==> src/rtl/led_alarm_pkg.sv <==
// Package shared by the LED alarm driver and its counters.
//   - FSM state encodings (2-bit, every code is used)
//   - default values for the top-level parameters
//   - width of the internal qualification, blink and hold-off counters
//   - slot indices of the three counter instances in the top module
package led_alarm_pkg;

    // Internal counters are 8 bits wide. Every parameter limit fits in
    // 1..255, so limit-1 always fits in this width.
    localparam int CTR_W = 8;

    localparam logic [1:0] ST_IDLE    = 2'd0;
    localparam logic [1:0] ST_QUAL    = 2'd1;
    localparam logic [1:0] ST_ALARM   = 2'd2;
    localparam logic [1:0] ST_HOLDOFF = 2'd3;

    localparam int DEF_QUAL_CYCLES    = 4;
    localparam int DEF_BLINK_HALF     = 8;
    localparam int DEF_HOLDOFF_CYCLES = 16;
    localparam int DEF_CNT_W          = 8;

    // Slot of each counter in the top module's counter vectors.
    localparam int CTR_QUAL  = 0;
    localparam int CTR_BLINK = 1;
    localparam int CTR_HOLD  = 2;
    localparam int NUM_CTRS  = 3;

endpackage

==> src/rtl/led_alarm_driver_cycle_counter.sv <==
// Clearable, enabled up-counter with a terminal-count flag.
//   clk   : system clock, rising edge
//   rst   : asynchronous active-high reset, clears the count
//   clr   : synchronous clear; takes priority over en
//   en    : increment on the next edge
//   limit : runtime terminal value
//   tc    : high while the current count equals limit
module cycle_counter
    import led_alarm_pkg::*;
#(
    parameter int W = CTR_W
) (
    input  logic         clk,
    input  logic         rst,
    input  logic         clr,
    input  logic         en,
    input  logic [W-1:0] limit,
    output logic         tc
);

    logic [W-1:0] count_q;
    logic [W-1:0] count_d;

    always_comb begin
        count_d = count_q;
        if (clr) begin
            count_d = '0;
        end else if (en) begin
            count_d = count_q + W'(1);
        end
    end

    always_ff @(posedge clk or posedge rst) begin
        if (rst) begin
            count_q <= '0;
        end else begin
            count_q <= count_d;
        end
    end

    assign tc = (count_q == limit);

endmodule

==> src/rtl/led_alarm_driver.sv <==
// LED alarm driver. Qualifies the combining stage's LED decision over
// consecutive cycles, latches an alarm that blinks the LED until an operator
// acknowledge, then waits out a hold-off before re-arming. Keeps a saturating
// count of alarms raised.
//   clk          : system clock, rising edge
//   rst          : asynchronous active-high reset
//   led_req      : LED decision from the combining stage
//   ack          : operator acknowledge (level, honoured only in ALARM)
//   led_out      : registered LED drive
//   alarm_active : registered, high while in ALARM
//   alarm_count  : registered saturating count of alarms raised
module led_alarm_driver
    import led_alarm_pkg::*;
#(
    parameter int QUAL_CYCLES    = DEF_QUAL_CYCLES,
    parameter int BLINK_HALF     = DEF_BLINK_HALF,
    parameter int HOLDOFF_CYCLES = DEF_HOLDOFF_CYCLES,
    parameter int CNT_W          = DEF_CNT_W
) (
    input  logic             clk,
    input  logic             rst,
    input  logic             led_req,
    input  logic             ack,
    output logic             led_out,
    output logic             alarm_active,
    output logic [CNT_W-1:0] alarm_count
);

    // Terminal values, packed so the generate loop can slice them per slot.
    // The qualification counter is loaded with 1 on the IDLE->QUAL edge, so
    // reaching QUAL_CYCLES-1 while led_req is still high means QUAL_CYCLES
    // consecutive high samples.
    localparam logic [CTR_W-1:0] QUAL_LIM  = CTR_W'(QUAL_CYCLES - 1);
    localparam logic [CTR_W-1:0] BLINK_LIM = CTR_W'(BLINK_HALF - 1);
    localparam logic [CTR_W-1:0] HOLD_LIM  = CTR_W'(HOLDOFF_CYCLES - 1);
    localparam logic [NUM_CTRS*CTR_W-1:0] LIMITS = {HOLD_LIM, BLINK_LIM, QUAL_LIM};

    logic [1:0]       state_q;
    logic [1:0]       state_d;
    logic             led_q;
    logic             led_d;
    logic             active_q;
    logic             active_d;
    logic [CNT_W-1:0] count_q;
    logic [CNT_W-1:0] count_d;

    logic [NUM_CTRS-1:0] ctr_clr;
    logic [NUM_CTRS-1:0] ctr_en;
    logic [NUM_CTRS-1:0] ctr_tc;

    genvar gi;
    generate
        for (gi = 0; gi < NUM_CTRS; gi++) begin : g_ctr
            cycle_counter #(
                .W(CTR_W)
            ) u_ctr (
                .clk  (clk),
                .rst  (rst),
                .clr  (ctr_clr[gi]),
                .en   (ctr_en[gi]),
                .limit(LIMITS[gi*CTR_W +: CTR_W]),
                .tc   (ctr_tc[gi])
            );
        end
    endgenerate

    always_comb begin
        state_d  = state_q;
        led_d    = led_q;
        active_d = active_q;
        count_d  = count_q;
        // Counters sit cleared unless their state explicitly runs them, so
        // each one starts from 0 on entry to its state.
        ctr_clr  = '1;
        ctr_en   = '0;

        case (state_q)
            ST_IDLE: begin
                led_d    = 1'b0;
                active_d = 1'b0;
                if (led_req) begin
                    state_d           = ST_QUAL;
                    ctr_clr[CTR_QUAL] = 1'b0;
                    ctr_en[CTR_QUAL]  = 1'b1;
                end
            end

            ST_QUAL: begin
                led_d    = 1'b0;
                active_d = 1'b0;
                if (!led_req) begin
                    state_d = ST_IDLE;
                end else if (ctr_tc[CTR_QUAL]) begin
                    state_d  = ST_ALARM;
                    led_d    = 1'b1;
                    active_d = 1'b1;
                    if (count_q != {CNT_W{1'b1}}) begin
                        count_d = count_q + CNT_W'(1);
                    end
                end else begin
                    ctr_clr[CTR_QUAL] = 1'b0;
                    ctr_en[CTR_QUAL]  = 1'b1;
                end
            end

            ST_ALARM: begin
                // led_req is deliberately not looked at: the alarm is latched.
                if (ack) begin
                    state_d  = ST_HOLDOFF;
                    led_d    = 1'b0;
                    active_d = 1'b0;
                end else begin
                    active_d = 1'b1;
                    if (ctr_tc[CTR_BLINK]) begin
                        led_d = ~led_q;
                    end else begin
                        ctr_clr[CTR_BLINK] = 1'b0;
                        ctr_en[CTR_BLINK]  = 1'b1;
                    end
                end
            end

            ST_HOLDOFF: begin
                led_d    = 1'b0;
                active_d = 1'b0;
                if (ctr_tc[CTR_HOLD]) begin
                    state_d = ST_IDLE;
                end else begin
                    ctr_clr[CTR_HOLD] = 1'b0;
                    ctr_en[CTR_HOLD]  = 1'b1;
                end
            end

            default: begin
                state_d  = ST_IDLE;
                led_d    = 1'b0;
                active_d = 1'b0;
            end
        endcase
    end

    always_ff @(posedge clk or posedge rst) begin
        if (rst) begin
            state_q  <= ST_IDLE;
            led_q    <= 1'b0;
            active_q <= 1'b0;
            count_q  <= '0;
        end else begin
            state_q  <= state_d;
            led_q    <= led_d;
            active_q <= active_d;
            count_q  <= count_d;
        end
    end

    assign led_out      = led_q;
    assign alarm_active = active_q;
    assign alarm_count  = count_q;

endmodule

==> config.mk <==
export PLATFORM = sky130hd
export DESIGN_NAME = led_alarm_driver
export DESIGN_NICKNAME = d
export VERILOG_FILES = /design/src/rtl/led_alarm_pkg.sv /design/src/rtl/led_alarm_driver_cycle_counter.sv /design/src/rtl/led_alarm_driver.sv
export SDC_FILE = /design/constraint.sdc
export NUM_CORES = 1
export LEC_CHECK = 0
export CAP_MARGIN = 5
export CORE_MARGIN = 2
export CORE_UTILIZATION = 63
export DETAILED_ROUTE_END_ITERATION = 8
export PLACE_DENSITY = 0.88
export SLEW_MARGIN = 25
export SYNTH_ARGS = -nofsm -noshare
export SYNTH_HDL_FRONTEND = slang
export SYNTH_HIERARCHICAL = 1
export SYNTH_SLANG_ARGS = --single-unit
==> constraint.sdc <==
create_clock -name clk -period 2.9 [get_ports clk]
set_input_delay 0.29 -clock clk [delete_from_list [all_inputs] [get_ports clk]]
set_output_delay 0.29 -clock clk [all_outputs]
set_load 0.05 [all_outputs]
* Yosys cells after proc, flatten, opt, wreduce, memory -nomap -nowiden
Cells that the tools add are included.
Word-level totals: flip-flop bits (word level) 36, latch bits 0, bits in writable memories 0, bits in read-only memories 0, input bits 4, memories kept 0
Operators by class: add/sub/neg operators 4, multiply operators 0, divide/modulo/power cells 0, order comparisons 0, equality and inequality tests 12, shift-type cells 0, multiplexer cells 36, bitwise operators 1, reductions and logical operators 7
Operators with widths (number):
- $mux W8 | 6
- $add A8 B1 Y8 const B | 4
- $mux W1 | 20
- $mux W2 | 5
- $eq A8 B2 Y1 const B | 1
- $eq A8 B3 Y1 const B | 1
- $eq A8 B4 Y1 const B | 1
- $ne A8 B8 Y1 const B | 1
- $pmux W2 S4 | 1
- $reduce_and A4 Y1 | 2
- $ne A3 B2 Y1 const B | 2
- $pmux W1 S3 | 2
- $reduce_bool A2 Y1 | 3
- $eq A2 B2 Y1 const B | 2
- $ne A2 B2 Y1 const B | 2
- $pmux W1 S2 | 2
- $eq A2 B1 Y1 const B | 1
- $logic_not A2 Y1 | 1
- $ne A2 B1 Y1 const B | 1
- $reduce_or A2 Y1 | 1
- $not A1 Y1 | 1

* Depth between registers and ports, before layout
Gate-level depths: netlist of run 1.
word-level depth 6, depth in mapped cells 11

* Modules after synthesis
Netlist of run 1, hierarchy kept.
Modules (own cells, without submodules):
- cycle_counter | instances 3, cells each 50, area an instance 478.0 um^2, sequential area each 200.2 um^2
- led_alarm_driver | instances 1, cells each 62, area an instance 630.6 um^2, sequential area each 300.3 um^2

* Worst setup path after synthesis of run 1
OpenSTA, ideal clock, no wires.
path kind register -> register, start register state_q[0], end register g_ctr[1].u_ctr.count_q[5], arrival 1.889 ns, path slack 0.934 ns, cell stages (with the launch flop) 8, path buffers 1, period minus slack after synthesis 1.966 ns, cell sequence dfrtp_1 > or3b_1 > or2_1 > inv_1 > buf_2 > o2111ai_2 > or3_1 > a21oi_1
On the way: longest elaborated chain between the ends 3, elaborated cells on any way between the ends 5, those cells by class eq/ne (1); mux (3); reduce/logical (1)
RTL lines:
- start, declared | RTL line led_alarm_driver.sv:38 | logic [1:0] state_q;
- start signal, assigned | RTL line led_alarm_driver.sv:149 | state_q <= state_d;
- $eq A2 B2 Y1 * | RTL line led_alarm_driver.sv:77 | case (state_q)
- $mux W1 * | RTL line led_alarm_driver.sv:77
- named net ctr_clr[1] | RTL line led_alarm_driver.sv:47 | logic [NUM_CTRS-1:0] ctr_clr;
- $mux W8 / $reduce_bool A2 Y1 (equally long branches)
- end signal, assigned | RTL line led_alarm_driver_cycle_counter.sv:37 | count_q <= count_d;
- end, declared | RTL line led_alarm_driver_cycle_counter.sv:21 | logic [W-1:0] count_q;
Mark *: on every way through the listed nets, which the timed path passes. The rest lies on a longest branch. A chain may end at the register's enable or synchronous reset.

* Final worst setup path of run 1
start register g_ctr[0].u_ctr.count_q[3], end register g_ctr[0].u_ctr.count_q[3]
On the way: longest elaborated chain between the ends 5, elaborated cells on any way between the ends 11, those cells by class add/sub (1); eq/ne (1); mux (8); reduce/logical (1)
RTL lines:
- start, declared | RTL line led_alarm_driver_cycle_counter.sv:21
- start signal, assigned | RTL line led_alarm_driver_cycle_counter.sv:37
- $eq A8 B2 Y1 * | RTL line led_alarm_driver_cycle_counter.sv:41 | assign tc = (count_q == limit);
- named net ctr_tc[0] | RTL line led_alarm_driver.sv:49 | logic [NUM_CTRS-1:0] ctr_tc;
- $mux W1 * | RTL line led_alarm_driver.sv:93 | end else if (ctr_tc[CTR_QUAL]) begin
- $mux W1 * | RTL line led_alarm_driver.sv:91 | if (!led_req) begin
- $pmux W1 S2 * | RTL line led_alarm_driver.sv:77
- named net ctr_clr[0] | RTL line led_alarm_driver.sv:47
- $mux W8 / $reduce_bool A2 Y1 (equally long branches)
Mark *: on every way through the listed nets, which the timed path passes. The rest lies on a longest branch. The select of a mux whose other input is x is not followed.

==> impl_results.rst, run 1 <==
.. list-table::
   :header-rows: 1

   * - Metric
     - Value
   * - Mapped Area
     - 2060 µm²
   * - Arrival time worst endpoint
     - 2.49 ns
   * - Die W
     - 61.2 µm
   * - Max-cap violations
     - 0
   * - Count of hold buffers inserted by post-cts repair
     - 0
   * - GP Congestion
     - 0.783
   * - Register bit count reported by yosys
     - 36
   * - Aggregate negative setup slack
     - 0 ns
   * - Crit start category
     - register
   * - Share of layout cells above drive strength 1
     - 6.50%
   * - Achievable Freq
     - 0.441 GHz
   * - Critical Path Sink Type
     - register
   * - Number of instances resized during post-cts repair
     - 0
   * - Power density cells
     - 401 nW/µm²
   * - Per-cell via count in the routed design
     - 5.40
   * - Wire per inst
     - 12.3 µm
   * - Amount of wire on met2 after detailed routing
     - 1720 µm
   * - Min Clock Period, post-route
     - 2.27 ns
   * - Cell count after placement
     - 282
   * - Data required time at the worst endpoint
     - 3.13 ns
   * - Clock tree skew after final layout
     - 0.0152 ns
   * - Top Layer Used
     - met4
   * - Final Instance Area
     - 2350 µm²
   * - Gate count after technology mapping
     - 212
   * - Net count of the finished layout
     - 253
   * - Std cell rows
     - 20
   * - Sum of overflow across all layers after global routing
     - 0
   * - Full die area
     - 3750 µm²
   * - Bufs on Longest Clock Path
     - 2
   * - Final Max Slew Viols
     - 0
   * - Layout filler cell count
     - 232
   * - Slowest Stage Delay on Critical Path
     - 0.47 ns
   * - Result of the run
     - completed
   * - CTS Buf Count
     - 5
   * - Starting density of the core
     - 67.1%
   * - First-pass GRT wire length
     - 5860 µm
   * - Proportion of synthesized flip-flops having asynchronous set or reset
     - 100%
   * - Number of distinct standard cells referenced by the synthesized netlist
     - 34
   * - Wirelength, routed
     - 3570 µm
   * - Violation count after the first detailed-routing iteration
     - 90
   * - Portion of synthesized cell area occupied by the leading cell type
     - 43.6%
   * - Crit path kind
     - reg2reg
   * - Synth top area cells
     - dfrtp_1 (44%), xnor2_1 (12%), xor2_1 (5.1%)
   * - Main synth FF type
     - dfrtp_1
   * - Power share of the clock group
     - 37.1%
   * - Post-layout util
     - 76.4%
   * - Crit-path cells
     - xnor2_1, nand4_1, nor2_1, nand2_1, nand3b_1, inv_1, o2111ai_2, xor2_1, nor2_1
   * - Synth-to-Final Area Change
     - 13.9%
   * - Routed Antenna Nets
     - 0
   * - Number of enable-type register cells in the synthesized netlist
     - 0
   * - Unrepaired setup endpoints after global routing
     - false
   * - DRT Pass-1 Iters
     - 4
   * - Part of the cycle the worst path needs
     - 78.2%
   * - Synth top cells by count
     - dfrtp_1 (36), xnor2_1 (28), nor2_1 (21), nand2_1 (15)
   * - Post-Place Cell Area
     - 2280 µm²
   * - Cell leakage power
     - 0.986 nW
   * - Clk Tree Root Cell
     - clkbuf_4
   * - Largest net degree at the start of global routing
     - 13
   * - Most frequent cell after synthesis
     - dfrtp_1
   * - Residual DRC
     - 0
   * - CTS tree
     - done
   * - Comb pwr share
     - 8.1%
   * - Sequential share of power
     - 54.9%
   * - Endpoints failing setup
     - 0
   * - N_diodes
     - 0
   * - Dpl hpwl
     - 2640 µm
   * - Sum of routed wire segments on met1
     - 1610 µm
   * - Total number of vias
     - 1566
   * - Number of global-route vias before repair
     - 1367
   * - Initial antenna violation count
     - 0
   * - Clock sink count
     - 36
   * - Clk_lat worst skew
     - 0.35 ns
   * - Worst Hold Margin
     - 0.306 ns
   * - Sequential cell area fraction in the yosys report
     - 43.6%
   * - Final hold viol count
     - 0
   * - Post-CTS Setup Bufs
     - 0
   * - Most area-hungry cell type in the Yosys netlist
     - dfrtp_1
   * - Clock-pin transition on the worst setup and hold timing paths
     - 0.11 ns
   * - Launching element of the worst setup path
     - g_ctr[0].u_ctr/count_q[3]
   * - Die span in y
     - 61.2 µm
   * - Global-route total usage across every layer
     - 21.7%
   * - Total internal power
     - 0.720 mW
   * - Cell Count, Final, Fillers Out
     - 290
   * - Switching pwr
     - 0.223 mW
   * - Critical Path Slowest Stage Cell
     - dfrtp_1
   * - Synth Area per Inst
     - 9.74 µm²
   * - Core area
     - 3080 µm²
   * - Worst-path maximum fanout
     - 11
   * - I/O pin total
     - 14
   * - Met3 Wirelength
     - 171 µm
   * - Most numerous cell on the critical path
     - nor2_1
   * - Number of I/O port buffers
     - 13
   * - Number of warnings reported in the yosys synthesis log
     - 6
   * - Worst min-delay path category
     - in2async
   * - Peak ir drop on the vdd network
     - 0.394 mV
   * - Switching share of power
     - 23.7%
   * - Maximum level of the CTS H-tree
     - 2
   * - R2R Path Start
     - g_ctr[0].u_ctr/count_q[3]
-- power by group through the flow --
stage / Combinational [mW] / Clock (mW) / Sequential, mW
after CTS: 0.0771 / 0.358 / 0.517
after global placement: 0.0748 / 0 / 0.527
after floorplan: 0.0567 / 0 / 0.531
final: 0.0762 / 0.350 / 0.517
after detailed placement: 0.0769 / 0 / 0.527
after global routing: 0.0861 / 0.381 / 0.519
-- layer usage --
metal | track usage, % | vias to the layer above
met5 | 0 | -
li1 | - | 775
met1 | 25.7 | 745
met4 | 10.6 | 0
met3 | 6.72 | 5
met2 | 35.9 | 41
-- path summary, 6_finish.rpt --
path / slack (ns) / cells past startpoint / to
hold / removal: 0.31 / 2 / g_ctr[1].u_ctr/count_q[5]
hold reg to reg: 0.55 / 1 / alarm_count[0]
min in group clk: 0.55 / 1 / alarm_count[0]
setup reg to reg: 0.63 / 9 / g_ctr[0].u_ctr/count_q[3]
max in group asynchronous: 2.22 / 2 / alarm_count[1]
setup / recovery: 0.63 / 9 / g_ctr[0].u_ctr/count_q[3]
-- through the flow --
step / setup slack [ns] / power, mW
final: 0.633 / 0.943
after global routing: 0.384 / 0.986
after CTS: 0.647 / 0.952
after detailed placement: 0.580 / 0.604
after global placement: 0.644 / 0.602
after floorplan: 0.934 / 0.588
-- cell type report --
| class | count | area [µm²] | share of cell area, % |
|---|---|---|---|
| multi-input cells | 180 | 1150 | 49.0 |
| clock inverters | 2 | 35.0 | 1.49 |
| clock buffers | 6 | 41.3 | 1.76 |
| flip-flops and latches | 36 | 901 | 38.3 |
| inverters | 8 | 30.0 | 1.28 |
| well taps | 44 | 55.1 | 2.34 |
| repair buffers | 14 | 138 | 5.85 |
-- flip-flops by register name (all words and copies together) (netlist names), named ones only --
register / cells
alarm_active: 1
alarm_count: 8
g_ctr.u_ctr/count_q: 24
led_out: 1
state_q: 1
-- worst max-delay path: cells and delay by family, from the launching register on --
| family | cells | cell delay (ns) |
|---|---|---|
| and+or+nand+nor | 5 | 0.78 |
| DFF | 1 | 0.47 |
| xor gates and xnor gates | 2 | 0.37 |
| AOI/OAI and AO/OA | 1 | 0.31 |
| buffers and inverters | 1 | 0.22 |
-- cells by family after synthesis --
group,share of synthesized area [%]
and+or+nand+nor,19.5
xor gates and xnor gates,17.0
DFF,43.6
AOI/OAI and AO/OA,9.51
buffers and inverters,4.54
muxes,3.03
adders and majority gates,2.42
other,0.364
-- cells in the final DEF (no fill, tap or decap), drive strengths merged, types with 2 or more instances in the layout --
cell type / instances
a2bb2oi: 2
a21oi: 9
clkbuf: 6
conb: 24
xnor2: 28
a211oi: 2
inv: 8
nor2: 21
o21ai: 10
nand4: 12
xor2: 12
or2: 2
o2111ai: 3
clkdlybuf4s50: 13
dfrtp: 36
mux2: 2
a21o: 2
mux2i: 4
or3: 10
nand2: 15
nand3: 9
ha: 4
(Power assumes the default switching activity.)
==> inputs of run 2 (changes only) <==
--- a/config.mk
+++ b/config.mk
@@ -7,9 +7,9 @@
 export LEC_CHECK = 0
 export CAP_MARGIN = 5
 export CORE_MARGIN = 2
-export CORE_UTILIZATION = 63
+export CORE_UTILIZATION = 53
 export DETAILED_ROUTE_END_ITERATION = 8
-export PLACE_DENSITY = 0.88
+export PLACE_DENSITY = 0.8
 export SLEW_MARGIN = 25
 export SYNTH_ARGS = -nofsm -noshare
 export SYNTH_HDL_FRONTEND = slang
==> constraint.sdc (replaced) <==
create_clock -name clk -period 1.9 [get_ports clk]
set_input_delay 0.19 -clock clk [delete_from_list [all_inputs] [get_ports clk]]
set_output_delay 0.19 -clock clk [all_outputs]
set_load 0.05 [all_outputs]
==> impl_results.rst, run 2 (synthesis gave the netlist of run 1 again) <==
.. list-table::
   :header-rows: 1

   * - Metric
     - Value
   * - Area of the multi-input gates
     - 1290 µm² (was 1150 µm²)
   * - Number of I/O port buffers
     - 13 (unchanged)
   * - Count of hold buffers inserted by post-cts repair
     - 0 (unchanged)
   * - Result of the run
     - complete, but fails checks (was completed)
   * - Actual transition at the worst max-transition pin
     - 0.496 ns
   * - Achievable Freq
     - 0.498 GHz (was 0.441 GHz)
   * - N_diodes
     - 0 (unchanged)
   * - Switching pwr
     - 0.374 mW (was 0.223 mW)
   * - Violations in the final reports
     - setup timing
   * - Residual DRC
     - 0 (unchanged)
   * - Wire per inst
     - 15.5 µm (was 12.3 µm)
   * - Die W
     - 66.4 µm (was 61.2 µm)
   * - Arrival time worst endpoint
     - 2.21 ns (was 2.49 ns)
   * - Core area
     - 3720 µm² (was 3080 µm²)
   * - Dpl hpwl
     - 3170 µm (was 2640 µm)
   * - CTS Buf Count
     - 5 (unchanged)
   * - Data required time at the worst endpoint
     - 2.11 ns (was 3.13 ns)
   * - Area taken by flip-flops and latches
     - 901 µm² (unchanged)
   * - Cell leakage power
     - 1.26 nW (was 0.986 nW)
   * - Routed Antenna Nets
     - 0 (unchanged)
   * - Worst-path maximum fanout
     - 5 (was 11)
   * - Setup WS post-layout
     - -0.106 ns (was 0.633 ns)
   * - Synth-to-Final Area Change
     - 40.8% (was 13.9%)
   * - Initial antenna violation count
     - 0 (unchanged)
   * - Part of the cycle the worst path needs
     - 106% (was 78.2%)
   * - Per-cell via count in the routed design
     - 5.31 (was 5.40)
   * - Number of global-route vias before repair
     - 1772 (was 1367)
   * - First-pass GRT wire length
     - 7630 µm (was 5860 µm)
   * - Global-route total usage across every layer
     - 23.2% (was 21.7%)
   * - Clock sink count
     - 36 (unchanged)
   * - Largest register FFs
     - 24 (unchanged)
   * - Comb pwr share
     - 12.4% (was 8.1%)
   * - Biggest register
     - g_ctr.u_ctr/count_q (unchanged)
   * - Final Instance Area
     - 2910 µm² (was 2350 µm²)
   * - Total number of vias
     - 1826 (was 1566)
   * - Sum of overflow across all layers after global routing
     - 0 (unchanged)
   * - Full die area
     - 4410 µm² (was 3750 µm²)
   * - Cell count after placement
     - 319 (was 282)
   * - I/O pin total
     - 14 (unchanged)
   * - Max-cap violations
     - 0 (unchanged)
   * - Peak ir drop on the vdd network
     - 0.299 mV (was 0.394 mV)
   * - Die span in y
     - 66.4 µm (was 61.2 µm)
   * - Violation count after the first detailed-routing iteration
     - 112 (was 90)
   * - Worst min-delay path category
     - in2async (unchanged)
   * - Max transition margin
     - 66.8%
   * - CTS tree
     - done (unchanged)
   * - Cell Count, Final, Fillers Out
     - 344 (was 290)
   * - Clk Tree Root Cell
     - clkbuf_8 (was clkbuf_4)
   * - Crit start category
     - register (unchanged)
   * - GP Congestion
     - 0.819 (was 0.783)
   * - Wirelength, routed
     - 5320 µm (was 3570 µm)
   * - Endpoints failing setup
     - 4 (was 0)
   * - Unrepaired setup endpoints after global routing
     - true (was false)
   * - Largest net degree at the start of global routing
     - 13 (unchanged)
   * - Final Max Slew Viols
     - 0 (unchanged)
   * - Bufs on Longest Clock Path
     - 2 (unchanged)
   * - Sequential share of power
     - 51.2% (was 54.9%)
   * - Critical Path Sink Type
     - register (unchanged)
   * - Post-layout util
     - 78.2% (was 76.4%)
   * - Power share of the clock group
     - 36.4% (was 37.1%)
   * - Most frequent cells in the layout
     - buf_4 (45), dfrtp_1 (36), xnor2_1 (26) (was dfrtp_1 (36), xnor2_1 (28), conb_1 (24))
   * - Starting density of the core
     - 55.6% (was 67.1%)
   * - Clock tree skew after final layout
     - 0.00508 ns (was 0.0152 ns)
   * - Clock-pin transition on the worst setup and hold timing paths
     - 0.07 ns (was 0.11 ns)
   * - Overall Power
     - 1.53 mW (was 0.943 mW)
   * - Post-Place Cell Area
     - 2560 µm² (was 2280 µm²)
   * - Switching share of power
     - 24.4% (was 23.7%)
   * - Power density cells
     - 528 nW/µm² (was 401 nW/µm²)
   * - Most common library cell in the layout ignoring fill and taps
     - buf_4 (was dfrtp_1)
   * - Aggregate negative setup slack
     - -0.214 ns (was 0 ns)
   * - Net count of the finished layout
     - 303 (was 253)
   * - Total internal power
     - 1.16 mW (was 0.720 mW)
   * - Crit path kind
     - reg2reg (unchanged)
   * - Layout filler cell count
     - 235 (was 232)
   * - DRT Pass-1 Iters
     - 4 (unchanged)
   * - Share of layout cells above drive strength 1
     - 29.4% (was 6.50%)
   * - Clk_lat worst skew
     - 0.28 ns (was 0.35 ns)
   * - Maximum level of the CTS H-tree
     - 2 (unchanged)
   * - Final hold viol count
     - 0 (unchanged)
   * - Std cell rows
     - 22 (was 20)
   * - Min Clock Period, post-route
     - 2.01 ns (was 2.27 ns)
run 2: cell types whose count changed in the layout (fill, tap and decap cells not counted), moves of 5 or more:
cell,before,now
buf_4,1,45
buf_6,0,6
clkbuf_8,0,6
a21oi_1,9,4
a21oi_2,0,5
clkbuf_4,5,0
run 2: repair_timing:
action,CTS,global route
setup endpoints to repair,9,21
gates resized for setup,7,28
pin swaps,10,27
setup buffers,8,10
run 2: power by group through the flow:
stage	Clock, mW	Combinational (mW)	Sequential (mW)
after floorplan	0	0.0903	0.812
after global placement	0	0.149	0.798
after detailed placement	0	0.151	0.798
after CTS	0.566	0.162	0.784
after global routing	0.604	0.207	0.786
final	0.559	0.190	0.785
run 2: layout make-up:
class | instances | area share (%)
Tap cell | 48 | 2.07
Timing Repair Buffer | 64 | 18.4
Inverter | 8 | 1.12
Sequential cell | 36 | 31.0
Multi-Input combinational cell | 180 | 44.3
Clock buffer | 8 | 3.10
run 2: per-layer routing:
layer	GRT usage [%]	part of all wire (%)	vias to the layer above
met2	40.9	52	59
met1	26.4	41	873
met4	9.44	3.3	0
met3	6.13	4.4	18
met5	0	0	-
li1	-	-	876
run 2: final timing paths:
| path | slack, ns | cells after the start | end | start |
|---|---|---|---|---|
| hold reg to reg | 0.53 | 1 | alarm_count[5] | alarm_count[5] |
| setup / recovery | -0.11 | 9 | g_ctr[0].u_ctr/count_q[5] | g_ctr[0].u_ctr/count_q[2] |
| setup reg to reg | -0.11 | 9 | g_ctr[0].u_ctr/count_q[5] | g_ctr[0].u_ctr/count_q[2] |
| hold / removal | 0.29 | 2 | g_ctr[1].u_ctr/count_q[3] | rst |
| min in group clk | 0.53 | 1 | alarm_count[5] | alarm_count[5] |
| max in group asynchronous | 1.21 | 2 | led_out | rst |
run 2: through the flow:
stage | setup slack [ns] | hold slack [ns]
floorplan | -0.00467 | 0.00566
global placement | -0.206 | 0.506
detailed placement | -0.297 | 0.514
CTS | -0.00628 | 0.284
global route | -0.195 | 0.302
finish | -0.106 | 0.292
run 2: critical path, cell delays in order, from the launching register on:
cell       delay, ns
dfrtp_1         0.42
xnor2_2         0.15
nand4_1         0.15
nor2_2          0.17
nand2_1         0.08
nand3b_1        0.12
buf_6           0.14
o2111ai_4       0.16
or3_1           0.38
a21oi_1         0.17
==> inputs of run 3 (changes only) <==
--- a/config.mk
+++ b/config.mk
@@ -6,10 +6,12 @@
 export NUM_CORES = 1
 export LEC_CHECK = 0
 export CAP_MARGIN = 5
+export CELL_PAD_IN_SITES_DETAIL_PLACEMENT = 0
+export CELL_PAD_IN_SITES_GLOBAL_PLACEMENT = 2
 export CORE_MARGIN = 2
-export CORE_UTILIZATION = 53
+export CORE_UTILIZATION = 34
 export DETAILED_ROUTE_END_ITERATION = 8
-export PLACE_DENSITY = 0.8
+export PLACE_DENSITY = 0.79
 export SLEW_MARGIN = 25
 export SYNTH_ARGS = -nofsm -noshare
 export SYNTH_HDL_FRONTEND = slang
==> impl_results.rst, run 3 (synthesis gave the netlist of run 1 again) <==
.. list-table::
   :header-rows: 1

   * - Metric
     - Value
   * - Result of the run
     - completed (was complete, but fails checks)
   * - Arrival time worst endpoint
     - 2.12 ns (was 2.21 ns)
   * - Endpoints failing setup
     - 0 (was 4)
   * - Unrepaired setup endpoints after global routing
     - true (unchanged)
   * - Critical Path Slowest Stage Cell
     - dfrtp_1 (unchanged)
   * - Crit start category
     - register (unchanged)
   * - Area of the multi-input gates
     - 1250 µm² (was 1290 µm²)
   * - Setup slack of the worst register-to-register path
     - 0.004 ns (was -0.11 ns)
   * - Clock-pin transition on the worst setup and hold timing paths
     - 0.07 ns (about the same)
   * - Clock sink count
     - 36 (unchanged)
   * - Number of I/O port buffers
     - 13 (unchanged)
   * - Part of the cycle the worst path needs
     - 99.8% (was 106%)
   * - Clk Tree Root Cell
     - clkbuf_8 (unchanged)
   * - Worst min-delay path category
     - in2async (unchanged)
   * - Cell count after placement
     - 350 (was 319)
   * - Min Clock Period, post-route
     - 1.90 ns (was 2.01 ns)
   * - Violation count after the first detailed-routing iteration
     - 56 (was 112)
   * - Number of global-route vias before repair
     - 1604 (was 1772)
   * - Max transition margin
     - 66.6% (was 66.8%)
   * - Area taken by flip-flops and latches
     - 901 µm² (unchanged)
   * - Bufs on Longest Clock Path
     - 2 (unchanged)
   * - R2R Path Start
     - g_ctr[0].u_ctr/count_q[7] (was g_ctr[0].u_ctr/count_q[2])
   * - Clock tree skew after final layout
     - 0.00398 ns (was 0.00508 ns)
   * - Most frequent cells in the layout
     - buf_4 (44), dfrtp_1 (36), xnor2_1 (28) (was buf_4 (45), dfrtp_1 (36), xnor2_1 (26))
   * - Critical Path Sink Type
     - register (unchanged)
   * - Power density cells
     - 534 nW/µm² (was 528 nW/µm²)
   * - Global-route total usage across every layer
     - 14.3% (was 23.2%)
   * - First-pass GRT wire length
     - 7300 µm (was 7630 µm)
   * - CTS tree
     - done (unchanged)
   * - Data required time at the worst endpoint
     - 2.12 ns (was 2.11 ns)
   * - Synth-to-Final Area Change
     - 38.5% (was 40.8%)
   * - Sum of overflow across all layers after global routing
     - 0 (unchanged)
   * - Actual transition at the worst max-transition pin
     - 0.500 ns (was 0.496 ns)
   * - Biggest register
     - g_ctr.u_ctr/count_q (unchanged)
   * - Peak ir drop on the vdd network
     - 0.332 mV (was 0.299 mV)
   * - Per-cell via count in the routed design
     - 4.57 (was 5.31)
   * - Largest net degree at the start of global routing
     - 13 (unchanged)
   * - Total number of vias
     - 1679 (was 1826)
   * - Share of layout cells above drive strength 1
     - 26.0% (was 29.4%)
   * - Count of hold buffers inserted by post-cts repair
     - 0 (unchanged)
   * - DRT Pass-1 Iters
     - 4 (unchanged)
   * - Starting density of the core
     - 35.1% (was 55.6%)
   * - Most common library cell in the layout ignoring fill and taps
     - buf_4 (unchanged)
   * - Max-cap violations
     - 0 (unchanged)
   * - Cells on worst reg2reg path
     - 8 (was 9)
   * - Full die area
     - 6710 µm² (was 4410 µm²)
   * - Std cell rows
     - 28 (was 22)
   * - Largest register FFs
     - 24 (unchanged)
   * - Cell Count, Final, Fillers Out
     - 367 (was 344)
   * - Clk_lat worst skew
     - 0.29 ns (was 0.28 ns)
   * - Cell leakage power
     - 1.22 nW (was 1.26 nW)
   * - Dpl hpwl
     - 3070 µm (was 3170 µm)
   * - Initial antenna violation count
     - 0 (unchanged)
   * - Layout filler cell count
     - 597 (was 235)
   * - N_diodes
     - 0 (unchanged)
   * - Wirelength, routed
     - 4250 µm (was 5320 µm)
   * - Crit-path cells
     - xnor2_1, nand4_1, nor2_2, nand2_1, nand3b_1, o2111ai_4, or3_1, a21oi_1 (was xnor2_2, nand4_1, nor2_2, nand2_1, nand3b_1, buf_6, o2111ai_4, or3_1, a21oi_1)
   * - Worst-path maximum fanout
     - 5 (unchanged)
   * - Post-layout util
     - 48.6% (was 78.2%)
   * - Net count of the finished layout
     - 299 (was 303)
   * - Final Max Slew Viols
     - 0 (unchanged)
   * - I/O pin total
     - 14 (unchanged)
   * - Launching element of the worst setup path
     - g_ctr[0].u_ctr/count_q[7] (was g_ctr[0].u_ctr/count_q[2])
   * - Post-Place Cell Area
     - 2630 µm² (was 2560 µm²)
   * - CTS Buf Count
     - 5 (unchanged)
   * - Achievable Freq
     - 0.527 GHz (was 0.498 GHz)
   * - Maximum level of the CTS H-tree
     - 2 (unchanged)
   * - Die span in y
     - 81.9 µm (was 66.4 µm)
   * - End point of the critical path
     - g_ctr[0].u_ctr/count_q[5] (unchanged)
   * - Slowest Stage Delay on Critical Path
     - 0.39 ns (was 0.42 ns)
   * - Final hold viol count
     - 0 (unchanged)
   * - Die W
     - 81.9 µm (was 66.4 µm)
   * - Final Instance Area
     - 2860 µm² (was 2910 µm²)
   * - GP Congestion
     - 0.743 (was 0.819)
   * - Residual DRC
     - 0 (unchanged)
   * - Routed Antenna Nets
     - 0 (unchanged)
   * - Core area
     - 5890 µm² (was 3720 µm²)
   * - Crit path kind
     - reg2reg (unchanged)
   * - Endpoint of the lowest-slack register-to-register path
     - g_ctr[0].u_ctr/count_q[5] (unchanged)
   * - Wire per inst
     - 11.6 µm (was 15.5 µm)
==> run 3: changes by cell type in the layout (fill, tap and decap cells not counted), moves of 2 or more <==
cell / previous run / this run
a21oi_2: 5 / 3
xnor2_2: 2 / 0
xnor2_1: 26 / 28
o21ai_1: 3 / 0
buf_6: 6 / 3
a211oi_2: 2 / 0
a211oi_1: 0 / 2
a21oi_1: 4 / 6
o21ai_0: 7 / 10
==> run 3: per-layer routing <==
layer	global-route usage [%]	vias up	wire length (µm)	part of all wire [%]
met4	5.00	0	58	1.4
li1	-	859	-	-
met5	0	-	0	0
met3	3.96	6	133	3.1
met2	22.3	23	2000	47
met1	19.1	791	2060	49
==> run 3: how the worst min path moves through the flow <==
stage / start / endpoint / slack [ns] / depth (start not counted)
finish: rst / g_ctr[1].u_ctr/count_q[1] / 0.25 / 2
global route: rst / g_ctr[1].u_ctr/count_q[1] / 0.30 / 2
CTS: rst / g_ctr[1].u_ctr/count_q[1] / 0.27 / 2
detailed placement: alarm_count[5] / alarm_count[5] / 0.53 / 1
global placement: alarm_count[5] / alarm_count[5] / 0.52 / 1
floorplan: rst / g_ctr[0].u_ctr/count_q[0] / 0.006 / 1
==> run 3: area by class of cell <==
type                       count  area share, %
inverter                       8           1.05
clock buffer                   8           3.15
multi-input combinational    180           43.7
timing repair buffer          60           17.3
tap                           75           3.28
sequential                    36           31.5
==> run 3: critical path, delay by kind of cell, from the launching register on <==
kind / cells / cell delay [ns]
and+or+nand+nor: 5 / 0.95
xor gates and xnor gates: 1 / 0.17
DFF: 1 / 0.39
AOI/OAI and AO/OA: 2 / 0.32
==> run 3: stage by stage <==
step / setup slack, ns / TNS (ns) / hold slack, ns / power, mW
finish: 0.00411 / 0 / 0.255 / 1.53
global route: -0.157 / -0.465 / 0.297 / 1.59
CTS: -0.00970 / -0.0201 / 0.269 / 1.54
detailed placement: -0.237 / -1.02 / 0.535 / 0.953
global placement: -0.212 / -0.745 / 0.523 / 0.950
floorplan: -0.00467 / -0.00930 / 0.00566 / 0.902
==> run 3: report_power, final <==
group | internal, mW | total [mW] | switching [mW]
combinational | 0.0737 | 0.164 | 0.0904
sequential | 0.776 | 0.783 | 0.00757
clock | 0.296 | 0.579 | 0.283
total | 1.15 | 1.53 | 0.381
==> run 3: timing repair <==
action | CTS | global route
setup buffers | 2 | 7
pin swaps | 6 | 27
gates cloned | 0 | 0
gates resized for setup | 4 | 17
setup endpoints to repair | 6 | 17
